--- src/rtl/mouse_master_sm.sv ---
// PS/2 mouse link sequencer: power-up command sequence (reset, self-test,
// device ID, enable streaming) followed by 3-byte movement packet assembly.
// All outputs are registered; a single shared counter provides the power-up
// delay and the per-byte reply timeout.
module mouse_master_sm #(
    parameter int POWERUP_DELAY = 500000,
    parameter int REPLY_TIMEOUT = 5000000
) (
    input  logic       CLK,
    input  logic       RESET,
    output logic       SEND_BYTE,
    output logic [7:0] BYTE_TO_SEND,
    input  logic       BYTE_SENT,
    output logic       READ_ENABLE,
    input  logic [7:0] BYTE_READ,
    input  logic [1:0] BYTE_ERROR_CODE,
    input  logic       BYTE_READY,
    output logic [7:0] MOUSE_STATUS,
    output logic [7:0] MOUSE_DX,
    output logic [7:0] MOUSE_DY,
    output logic       SEND_INTERRUPT,
    output logic       INIT_DONE
);

    localparam int CNT_W = 32;
    localparam logic [CNT_W-1:0] POWERUP_LAST = CNT_W'(POWERUP_DELAY - 1);
    localparam logic [CNT_W-1:0] TIMEOUT_LAST = CNT_W'(REPLY_TIMEOUT - 1);

    localparam logic [7:0] CMD_RESET    = 8'hFF;
    localparam logic [7:0] CMD_ENABLE   = 8'hF4;
    localparam logic [7:0] REPLY_ACK    = 8'hFA;
    localparam logic [7:0] REPLY_PASSED = 8'hAA;
    localparam logic [7:0] REPLY_ID     = 8'h00;

    typedef enum logic [3:0] {
        POWERUP,
        TX_RESET,
        WAIT_TX_RESET,
        WAIT_ACK1,
        WAIT_SELFTEST,
        WAIT_ID,
        TX_ENABLE,
        WAIT_TX_ENABLE,
        WAIT_ACK2,
        PKT_B0,
        PKT_B1,
        PKT_B2,
        EMIT
    } state_t;

    state_t           r_state;
    state_t           w_next_state;
    logic [CNT_W-1:0] r_cnt;
    logic             w_count_en;
    logic             w_timeout;
    logic             w_good;

    logic       r_send_byte;
    logic [7:0] r_byte_to_send;
    logic       r_read_enable;
    logic       r_init_done;
    logic       r_send_interrupt;
    logic [7:0] r_status_lat;
    logic [7:0] r_dx_lat;
    logic [7:0] r_mouse_status;
    logic [7:0] r_mouse_dx;
    logic [7:0] r_mouse_dy;

    // Receiver is enabled in every state that expects a byte, plus EMIT.
    function automatic logic rd_en(input state_t s);
        case (s)
            WAIT_ACK1, WAIT_SELFTEST, WAIT_ID, WAIT_ACK2,
            PKT_B0, PKT_B1, PKT_B2, EMIT: rd_en = 1'b1;
            default:                      rd_en = 1'b0;
        endcase
    endfunction

    // Streaming is established once the final ACK has been seen.
    function automatic logic streaming(input state_t s);
        case (s)
            PKT_B0, PKT_B1, PKT_B2, EMIT: streaming = 1'b1;
            default:                      streaming = 1'b0;
        endcase
    endfunction

    assign w_good    = BYTE_READY && (BYTE_ERROR_CODE == 2'b00);
    assign w_timeout = (r_cnt == TIMEOUT_LAST);

    // State register.
    always_ff @(posedge CLK) begin
        if (RESET) begin
            r_state <= POWERUP;
        end else begin
            r_state <= w_next_state;
        end
    end

    // Next-state logic; a received byte always takes priority over the timeout.
    always_comb begin
        w_next_state = r_state;
        w_count_en   = 1'b0;
        case (r_state)
            POWERUP: begin
                w_count_en = 1'b1;
                if (r_cnt == POWERUP_LAST) w_next_state = TX_RESET;
            end
            TX_RESET:       w_next_state = WAIT_TX_RESET;
            WAIT_TX_RESET:  if (BYTE_SENT) w_next_state = WAIT_ACK1;
            WAIT_ACK1, WAIT_SELFTEST, WAIT_ID, WAIT_ACK2: begin
                w_count_en = !BYTE_READY;
                if (BYTE_READY) begin
                    w_next_state = POWERUP;
                    if (r_state == WAIT_ACK1 && w_good && BYTE_READ == REPLY_ACK)
                        w_next_state = WAIT_SELFTEST;
                    if (r_state == WAIT_SELFTEST && w_good && BYTE_READ == REPLY_PASSED)
                        w_next_state = WAIT_ID;
                    if (r_state == WAIT_ID && w_good && BYTE_READ == REPLY_ID)
                        w_next_state = TX_ENABLE;
                    if (r_state == WAIT_ACK2 && w_good && BYTE_READ == REPLY_ACK)
                        w_next_state = PKT_B0;
                end else if (w_timeout) begin
                    w_next_state = POWERUP;
                end
            end
            TX_ENABLE:      w_next_state = WAIT_TX_ENABLE;
            WAIT_TX_ENABLE: if (BYTE_SENT) w_next_state = WAIT_ACK2;
            PKT_B0:         if (w_good && BYTE_READ[3]) w_next_state = PKT_B1;
            PKT_B1, PKT_B2: begin
                w_count_en = !BYTE_READY;
                if (BYTE_READY) begin
                    if (!w_good)                w_next_state = PKT_B0;
                    else if (r_state == PKT_B1) w_next_state = PKT_B2;
                    else                        w_next_state = EMIT;
                end else if (w_timeout) begin
                    w_next_state = PKT_B0;
                end
            end
            EMIT:           w_next_state = PKT_B0;
            default:        w_next_state = POWERUP;
        endcase
    end

    // Shared delay/timeout counter, cleared whenever the state changes.
    always_ff @(posedge CLK) begin
        if (RESET) begin
            r_cnt <= '0;
        end else if (w_next_state != r_state) begin
            r_cnt <= '0;
        end else if (w_count_en) begin
            r_cnt <= r_cnt + 1'b1;
        end
    end

    // Registered outputs and packet byte latches.
    always_ff @(posedge CLK) begin
        if (RESET) begin
            r_send_byte      <= 1'b0;
            r_byte_to_send   <= 8'h00;
            r_read_enable    <= 1'b0;
            r_init_done      <= 1'b0;
            r_send_interrupt <= 1'b0;
            r_status_lat     <= 8'h00;
            r_dx_lat         <= 8'h00;
            r_mouse_status   <= 8'h00;
            r_mouse_dx       <= 8'h00;
            r_mouse_dy       <= 8'h00;
        end else begin
            r_send_byte      <= (r_state == TX_RESET) || (r_state == TX_ENABLE);
            r_read_enable    <= rd_en(w_next_state);
            r_init_done      <= streaming(w_next_state);
            r_send_interrupt <= (w_next_state == EMIT);
            if (r_state == TX_RESET)  r_byte_to_send <= CMD_RESET;
            if (r_state == TX_ENABLE) r_byte_to_send <= CMD_ENABLE;
            if (r_state == PKT_B0 && w_next_state == PKT_B1) r_status_lat <= BYTE_READ;
            if (r_state == PKT_B1 && w_next_state == PKT_B2) r_dx_lat     <= BYTE_READ;
            if (r_state == PKT_B2 && w_next_state == EMIT) begin
                r_mouse_status <= r_status_lat;
                r_mouse_dx     <= r_dx_lat;
                r_mouse_dy     <= BYTE_READ;
            end
        end
    end

    assign SEND_BYTE      = r_send_byte;
    assign BYTE_TO_SEND   = r_byte_to_send;
    assign READ_ENABLE    = r_read_enable;
    assign INIT_DONE      = r_init_done;
    assign SEND_INTERRUPT = r_send_interrupt;
    assign MOUSE_STATUS   = r_mouse_status;
    assign MOUSE_DX       = r_mouse_dx;
    assign MOUSE_DY       = r_mouse_dy;

endmodule

--- config.mk ---
export PLATFORM = sky130hd
export DESIGN_NAME = mouse_master_sm
export DESIGN_NICKNAME = d
export VERILOG_FILES = /design/src/rtl/mouse_master_sm.sv
export SDC_FILE = /design/constraint.sdc
export NUM_CORES = 1
export LEC_CHECK = 0
export ABC_AREA = 1
export CORE_MARGIN = 2
export CORE_UTILIZATION = 35
export DETAILED_ROUTE_END_ITERATION = 12
export HOLD_SLACK_MARGIN = 0.03
export PLACE_DENSITY = 0.53
export SLEW_MARGIN = 20
export SYNTH_ARGS = -nofsm -noshare
export SYNTH_HDL_FRONTEND = slang
export SYNTH_SLANG_ARGS = --single-unit
--- constraint.sdc ---
create_clock -name CLK -period 2.3 [get_ports CLK]
set_input_delay 0.69 -clock CLK [delete_from_list [all_inputs] [get_ports CLK]]
set_output_delay 0.69 -clock CLK [all_outputs]
set_load 0.03 [all_outputs]
---- Word-level counts from Yosys, hierarchy flattened ----
Memories as Yosys holds them, arrays and structs flattened. A register that Yosys moved wholly into a read port is not among the register bits.
Cells that the tools add are included.
operators by class
  $add $sub $neg .......................... 1
  $mul .................................... 0
  divide/modulo/power cells ............... 0
  order comparisons ....................... 0
  eq/ne operators ......................... 21
  shifts and indexed selects .............. 0
  muxes and demuxes ....................... 19
  bitwise logic cells ..................... 0
  reduce and logical (&&, ||, !) cells .... 25
operator list
  operator                 number
  $mux W4                  11
  $eq A4 B4 Y1 const B     9
  $pmux W4 S9              1
  $add A32 B1 Y32 const B  1
  $eq A32 B19 Y1 const B   1
  $eq A32 B23 Y1 const B   1
  $eq A4 B3 Y1 const B     4
  $eq A8 B8 Y1 const B     2
  $mux W8                  2
  $logic_and A1 B1 Y1      13
  $mux W3                  3
  $eq A4 B2 Y1 const B     2
  $logic_not A8 Y1         1
  $reduce_or A4 Y1         2
  $reduce_or A2 Y1         3
  $reduce_or A6 Y1         1
  $eq A4 B1 Y1 const B     1
  $logic_not A4 Y1         1
  $ne A4 B4 Y1             1
  $logic_not A2 Y1         1
  $pmux W1 S2              1
  $reduce_bool A2 Y1       1
  $logic_not A1 Y1         1
  $logic_or A1 B1 Y1       1
  $mux W1                  1
storage, ports and cells
  bits in registers ....................... 85
  bits in latches ......................... 0
  bits in writable memories ............... 0
  bits in read-only memories .............. 16
  output and inout port bits .............. 36
  logic and storage cells ................. 79
  memories ................................ 1
memory list
  name             words  width  rd ports  clocked after memory_dff  write ports  line  RTL
  (no name shown)  16     1      1         1                         0            71    case (s)

---- Logic depth before layout (Yosys ltp) ----
Gate-level depths: netlist (run 1).
  word-level depth ........................ 13
  mapped depth ............................ 15

---- Worst setup path after synthesis (run 1) ----
No wires, ideal clock.
  path kind ............................... in2reg
  start ................................... input BYTE_ERROR_CODE[1]
  end ..................................... register r_cnt[10]
  data arrival time ....................... 1.894 ns
  data required time ...................... 2.188 ns
  path slack .............................. 0.294 ns
  stages .................................. 13
  cell sequence ........................... nor2_1 -> nand2_1 -> inv_1 -> nand2_1 -> nand2_1 -> nand4_1 -> nor2_2 -> nand3_2 -> nand2_1 -> nand2_1 -> nand3_4 -> buf_6 -> nor2_2
on the way
  cells in the longest elaborated chain, start to end .. 12
ends and longest elaborated chain
  element                              line  RTL
  from (decl)                          16    input logic [1:0] BYTE_ERROR_CODE,
  $logic_not A2 Y1 *                   86    assign w_good = BYTE_READY && (BYTE_ERROR_CODE == 2'b00);
  $logic_and A1 B1 Y1 *                86
  $logic_and A1 B1 Y1 (2 in a row)     113   if (r_state == WAIT_ACK1 && w_good && BYTE_READ == REPLY_ACK)
  $mux W3                              113
  $mux W4                              115   if (r_state == WAIT_SELFTEST && w_good && BYTE_READ == REPLY_PASSED)
  $mux W4                              117   if (r_state == WAIT_ID && w_good && BYTE_READ == REPLY_ID)
  $mux W4                              119   if (r_state == WAIT_ACK2 && w_good && BYTE_READ == REPLY_ACK)
  $mux W4                              111   if (BYTE_READY) begin
  $pmux W4 S9 *                        102   case (r_state)
  $ne A4 B4 Y1 *                       147   end else if (w_next_state != r_state) begin
  $reduce_or A2 Y1 (no source line) *  n/a
  to (signal assigned)                 150   r_cnt <= r_cnt + 1'b1;
  to (decl)                            53    logic [CNT_W-1:0] r_cnt;
Mark *: on every way between the ends. The rest lies on a longest branch, timed or not.
A chain may end at the register's enable or synchronous reset.

==> results.md, run 1 <==
- Outcome: complete, no violations
- Antenna cells: 0
- Sequential-to-total area share from yosys stat: 36.2%
- Core area: 12600 µm²
- CP Buf/Inv Count: 1
- Final Util: 46.7%
- Proportion of layout cells with a drive suffix above 1: 16.7%
- Adder-cell area share of the yosys netlist: 0.276%
- Fillers: 1357
- GRT Util Overall: 17.6%
- Max frequency: 456 MHz
- Final HPWL DP: 9.01 mm
- Most common cell after layout, fill and taps aside: nor2_1
- Reg2Reg Depth: 11
- VDD IR max: 289 µV
- Final Hold Viols: 0
- Overflow after GRT: 0
- CTS buffer count: 9
- Largest family of logic cells by synthesized area: simple AND/OR/NAND/NOR gates
- Drt total wl: 12.1 mm
- Vias: 4465
- CP top delay family: buffers and inverters
- CTS Hold Bufs: 0
- Data arrival, critical path: 1.50 ns
- Syn Area/Cell: 6.55 µm²
- Max stage delay on crit path: 0.72 ns
- Worst reg2reg endpoint: r_cnt[22]
- Area contributors post-synth: dfxtp_1, nor2_1, nand2_1, inv_1, o21ai_0
- Reg2reg start: r_state[3]
- I/O pin count: 50
- Initial antenna violation count: 0
- Synth unique cells: 33
- Slowest cell on the critical path: clkdlybuf4s50_1
- Critical path origin: BYTE_TO_SEND[6]
- Xor and xnor area share after synthesis: 5.41%
- Worst Min Path Start: MOUSE_DY[3]
- Compound-Gate Fraction of Synth Area: 9.54%
- Ys Warns: 0
- Max transition margin: 75.0%
- Post-Syn Nets: 708
- Finished Cell Area: 5900 µm²
- Worst slack after detailed placement: -0.344 ns
- Worst Setup End Kind: primary output
- Clk buf depth: 2
- Area delta synth->final: 30.0%
- Post-synthesis register bit count: 82
- R2R setup slack: 0.20 ns
- Worst skew pair latency: 0.35 ns
- Post-route clock skew: 0.00942 ns
- Tmin final: 2.19 ns
- Sw Share: 24.9%
- Max_cap viols: 0
- H-tree depth: 3
- Clock power frac: 47.2%
- Synth top area share: 36.2%
- Critical path startpoint category: flip-flop
- IO Port Bufs: 49
- Routed Antenna Nets: 0
- Clock Sinks: 82
- Cell-internal power: 2260 µW
- DIE WIDTH: 118 µm
- Sequential share of power: 47.5%
- Cell area after synthesis: 4540 µm²
- Hold Path Class: reg2reg
- Pwr Density: 510 nW/µm²
- Synth Area in Simple Gates: 36.4%
- WP data required: 1.61 ns
- Final #Nets: 789
- Final WS setup: 0.109 ns
- Die Height: 118 µm
- Clock root buffer: clkbuf_16
- Cell accounting for the most synthesized area: dfxtp_1
- Psw: 748 µW
- Combinational power share: 5.3%
- First-pass GRT wire length: 20.0 mm
- Routability cong.: 0.901
- Commonest non-fill, non-tap cells in the layout: nor2_1, nand2_1, inv_1
- Largest net degree at the start of global routing: 40
- Final setup fails: 0
- Worst-path fanout max: 6
- DR vias/cell: 4.70
- DIE AREA: 13900 µm²
- Initial DRC count: 303
- Crit path capture: BYTE_TO_SEND[4]
- Vias in the first global route: 4104
- Worst-margin pin slew: 0.374 ns
- Final worst path period share: 95.3%
- Wire per inst: 12.7 µm
- CTS tree: built
- CTS clk-pin slew, worst paths: 0.07 ns
- Drt drc: 0
- Setup CP Type: reg2out
- Leakage: 0.00247 µW
- Pre-Repair DR Iteration Count: 5
- Cell chain of the critical path: clkdlybuf4s50_1
- FP Rows: 41
- Hold Slack: 0.480 ns
- Initial Util: 36.0%
- RSZ-0062 raised after global routing: no
- Mapped Cells: 693
- Hold path depth: 2
- Proportion of synthesized area in mux cells: 0.248%
- Placed Instance Area: 5450 µm²
- Max-slew violation count: 0
- Critical path depth in cells: 1
-- power groups by stage --
| stage | sequential (µW) | clock (µW) | combinational (µW) |
|---|---|---|---|
| 4_1_cts | 1430 | 1450 | 142 |
| 3_5_place_dp | 1460 | 0 | 142 |
| 6_report | 1430 | 1420 | 159 |
| 3_3_place_gp | 1460 | 0 | 141 |
| 5_1_grt | 1430 | 1510 | 173 |
| 2_1_floorplan | 1460 | 0 | 70.0 |
-- registers in the layout (all words and copies together), names as in the netlist, 2 cells and up --
name,cells
BYTE_TO_SEND,2
MOUSE_DX,8
MOUSE_DY,8
MOUSE_STATUS,8
r_cnt,32
r_dx_lat,8
r_state,4
r_status_lat,8
-- worst register-to-register path, delay by kind of cell (launching register included) --
kind | cells | cell delay [ns]
DFF | 1 | 0.47
buffers and inverters | 1 | 0.22
and+or+nand+nor | 10 | 1.35
-- worst min path at each step --
stage | end
floorplan | r_status_lat[3]
global placement | r_status_lat[3]
detailed placement | MOUSE_DY[3]
CTS | MOUSE_DY[3]
global route | MOUSE_STATUS[6]
finish | MOUSE_DY[3]
-- metrics by stage --
step | total power (µW) | std cells | setup TNS, ns
finish | 3010 | 951 | 0
global route | 3110 | 951 | 0
global placement | 1600 | 931 | -10.76
CTS | 3030 | 947 | 0
floorplan | 1530 | 693 | 0
detailed placement | 1600 | 931 | -13.10
-- synthesized netlist by cell type --
library cell  count
o21ai_2           1
nor3_2            1
mux2_2            1
a31oi_1           1
buf_2             4
a21oi_1          18
clkbuf_1         12
nor2_2           37
a21boi_0          1
nand2_1         113
nand4_1          19
o211ai_1          1
clkinv_1          2
inv_2             3
nor3_1           17
buf_4             6
nor4_1            2
dfxtp_1          82
nand3b_1          1
nand3_2           3
nor2_1          134
buf_8             1
xor2_1           25
nand3_4           1
xnor2_1           3
nand3_1          35
o211ai_2          1
ha_1              1
o21ai_0          60
nand2_2           4
inv_1           100
nor2_4            1
buf_6             2
-- cell type report --
type | instances | area (µm²) | share of cell area (%)
Timing Repair Buffer | 95 | 943 | 16.0
Clock inverter | 7 | 71.3 | 1.21
Inverter | 105 | 394 | 6.68
Multi-Input combinational cell | 481 | 2400 | 40.8
Sequential cell | 82 | 1640 | 27.9
Clock buffer | 9 | 225 | 3.82
Tap cell | 172 | 215 | 3.65
-- repair_timing --
item | 4_1_cts | 5_1_grt
buffers inserted | 0 | 1
setup endpoints to repair | 0 | 34
resized for setup | 0 | 31
-- metal layers --
layer / up-vias / GRT usage [%] / wire (µm) / share of wire (%)
li1: 2324 / - / - / -
met1: 2017 / 24.6 / 5920 / 49
met2: 108 / 27.3 / 5410 / 45
met3: 16 / 3.49 / 599 / 4.9
met4: 0 / 5.35 / 164 / 1.4
met5: - / 0 / 0 / 0
-- cell families (layout without fill, tap and decap cells) --
logic type | after synthesis | in the layout
adders and majority gates | 1 | 1
DFF | 82 | 82
and+or+nand+nor | 368 | 368
muxes | 1 | 1
AOI/OAI and AO/OA | 83 | 83
xor gates and xnor gates | 28 | 28
buffers and inverters | 130 | 216
Power figures use the tool's default switching activity.
==> run 2: changes to the inputs <==
- CTS_BUF_LIST: not set -> sky130_fd_sc_hd__clkbuf_8
==> run 2 against run 1 <==
Die area is the same; combinational power fell by 11%; via count decreased by 1.9%; fmax down 2.2%; register-to-register slack gained 0.06 ns; non-clock buffer count is 4 lower; setup slack lost 0.048 ns; critical path type unchanged; largest power group unchanged; highest routed layer unchanged.
==> results.md, run 2 (synthesized netlist as in run 1, its figures left out) <==
- Outcome: complete, no violations
- CTS resizes: 0
- Met1 Track Usage GR: 24.7%
- Data arrival, critical path: 1.55 ns
- CP Buf/Inv Count: 1
- DIE AREA: 13900 µm²
- Leakage: 0.00232 µW
- Worst Setup End Kind: primary output
- Antenna cells: 0
- Setup bufs post-CTS: 0
- Pwr Density: 462 nW/µm²
- Commonest non-fill, non-tap cells in the layout: nor2_1, nand2_1, inv_1
- DR vias/cell: 4.63
- Final worst path period share: 97.4%
- Post-route clock skew: 0.0151 ns
- Clk buf depth: 2
- Worst slack after detailed placement: -0.344 ns
- Wire per inst: 12.4 µm
- Max transition margin: 76.1%
- Largest net degree at the start of global routing: 40
- Vias: 4382
- Critical path startpoint category: flip-flop
- CTS tree: built
- Routability cong.: 0.901
- Reg2reg start: r_state[3]
- Psw: 706 µW
- GRT Util Overall: 17.8%
- Clock Sinks: 82
- Pre-Repair DR Iteration Count: 4
- Worst-path fanout max: 6
- Area delta synth->final: 25.0%
- Vias in the first global route: 4090
- Combinational power share: 5.4%
- Routed Antenna Nets: 0
- Max stage delay on crit path: 0.71 ns
- GRT busiest layer: met2
- H-tree depth: 3
- IO Port Bufs: 49
- First-pass GRT wire length: 20.1 mm
- Initial DRC count: 294
- Met2 Usage GRT: 27.2%
- Max frequency: 447 MHz
- Sw Share: 27.0%
- Placed Instance Area: 5450 µm²
- Sequential share of power: 54.6%
- Total power: 2620 µW
- CTS buffer count: 9
- Max_cap viols: 0
- I/O pin count: 50
- Most common cell after layout, fill and taps aside: nor2_1
- Overflow after GRT: 0
- Die Height: 118 µm
- Clock power frac: 40.0%
- Drt total wl: 11.7 mm
- Proportion of layout cells with a drive suffix above 1: 15.4%
- Core area: 12600 µm²
- Setup CP Type: reg2out
- Worst-margin pin slew: 0.355 ns
- FP Rows: 41
- Final TNS setup: 0 ns
- WP data required: 1.61 ns
- Final Util: 44.9%
- Slowest cell on the critical path: clkdlybuf4s50_1
- DIE WIDTH: 118 µm
- Largest Register: r_cnt
- Final Hold Viols: 0
- Finished Cell Area: 5670 µm²
- Worst skew pair latency: 0.39 ns
- CTS clk-pin slew, worst paths: 0.10 ns
- Met3 usage: 5.09%
- Final setup fails: 0
- Max-slew violation count: 0
- Clock root buffer: clkbuf_8
- Cell-internal power: 1910 µW
- CP top delay family: buffers and inverters
- Initial Util: 36.0%
- Tmin final: 2.24 ns
- Final HPWL DP: 9.01 mm
- Final WS setup: 0.0605 ns
- CTS Hold Bufs: 0
- Max FFs per register: 32
- Final #Nets: 785
- Critical path origin: BYTE_TO_SEND[6]
- Cell chain of the critical path: clkdlybuf4s50_1
- Initial antenna violation count: 0
- VDD IR max: 230 µV
- Hold Path Class: reg2reg
- Worst Min Path Start: MOUSE_DY[3]
- Drt drc: 0
-- run 2: cell types whose count changed in the layout (fill, tap and decap cells not counted), moves of 2 or more --
cell             delta
clkbuf_16          -11
clkbuf_8            +9
clkdlybuf4s50_1     +7
dlymetal6s2s_1      -7
nand2_1             +3
nor2_1              +3
buf_6               -2
nand2_2             -2
nor2_4              -2
-- run 2: layout make-up --
| type | instances | area [µm²] |
|---|---|---|
| fillers | 1391 | 6950 |
| well taps | 172 | 215 |
| repair buffers | 91 | 853 |
| multi-input cells | 481 | 2370 |
| inverters | 105 | 394 |
| clock buffers | 9 | 124 |
| clock inverters | 7 | 71.3 |
| flip-flops and latches | 82 | 1640 |
-- run 2: worst paths after layout --
check / slack [ns] / depth (start not counted) / endpoint
hold reg to reg: 0.49 / 2 / MOUSE_DY[3]
hold / removal: 0.49 / 2 / MOUSE_DY[3]
setup / recovery: 0.06 / 1 / BYTE_TO_SEND[4]
setup reg to reg: 0.26 / 10 / r_cnt[28]
-- run 2: power groups by stage --
stage	Clock (µW)	Sequential [µW]	Combinational, µW
floorplan	0	1460	70.0
global placement	0	1460	141
detailed placement	0	1460	142
CTS	1080	1430	142
global route	1140	1430	156
finish	1050	1430	141
-- run 2: per-stage QoR --
step,hold slack (ns),cells
global placement,0.453,931
detailed placement,0.471,931
CTS,0.494,947
global route,0.513,947
floorplan,0.435,693
finish,0.487,947
-- run 2: layer usage --
metal,wire [µm],up-vias
met3,570,9
li1,-,2315
met2,5170,87
met5,0,-
met4,137,0
met1,5850,1971
==> run 3: changes to the inputs <==
- CAP_MARGIN: not set -> 10
==> results of run 3 <==
No change in the layout: final DEF, timing and power equal those of run 2.
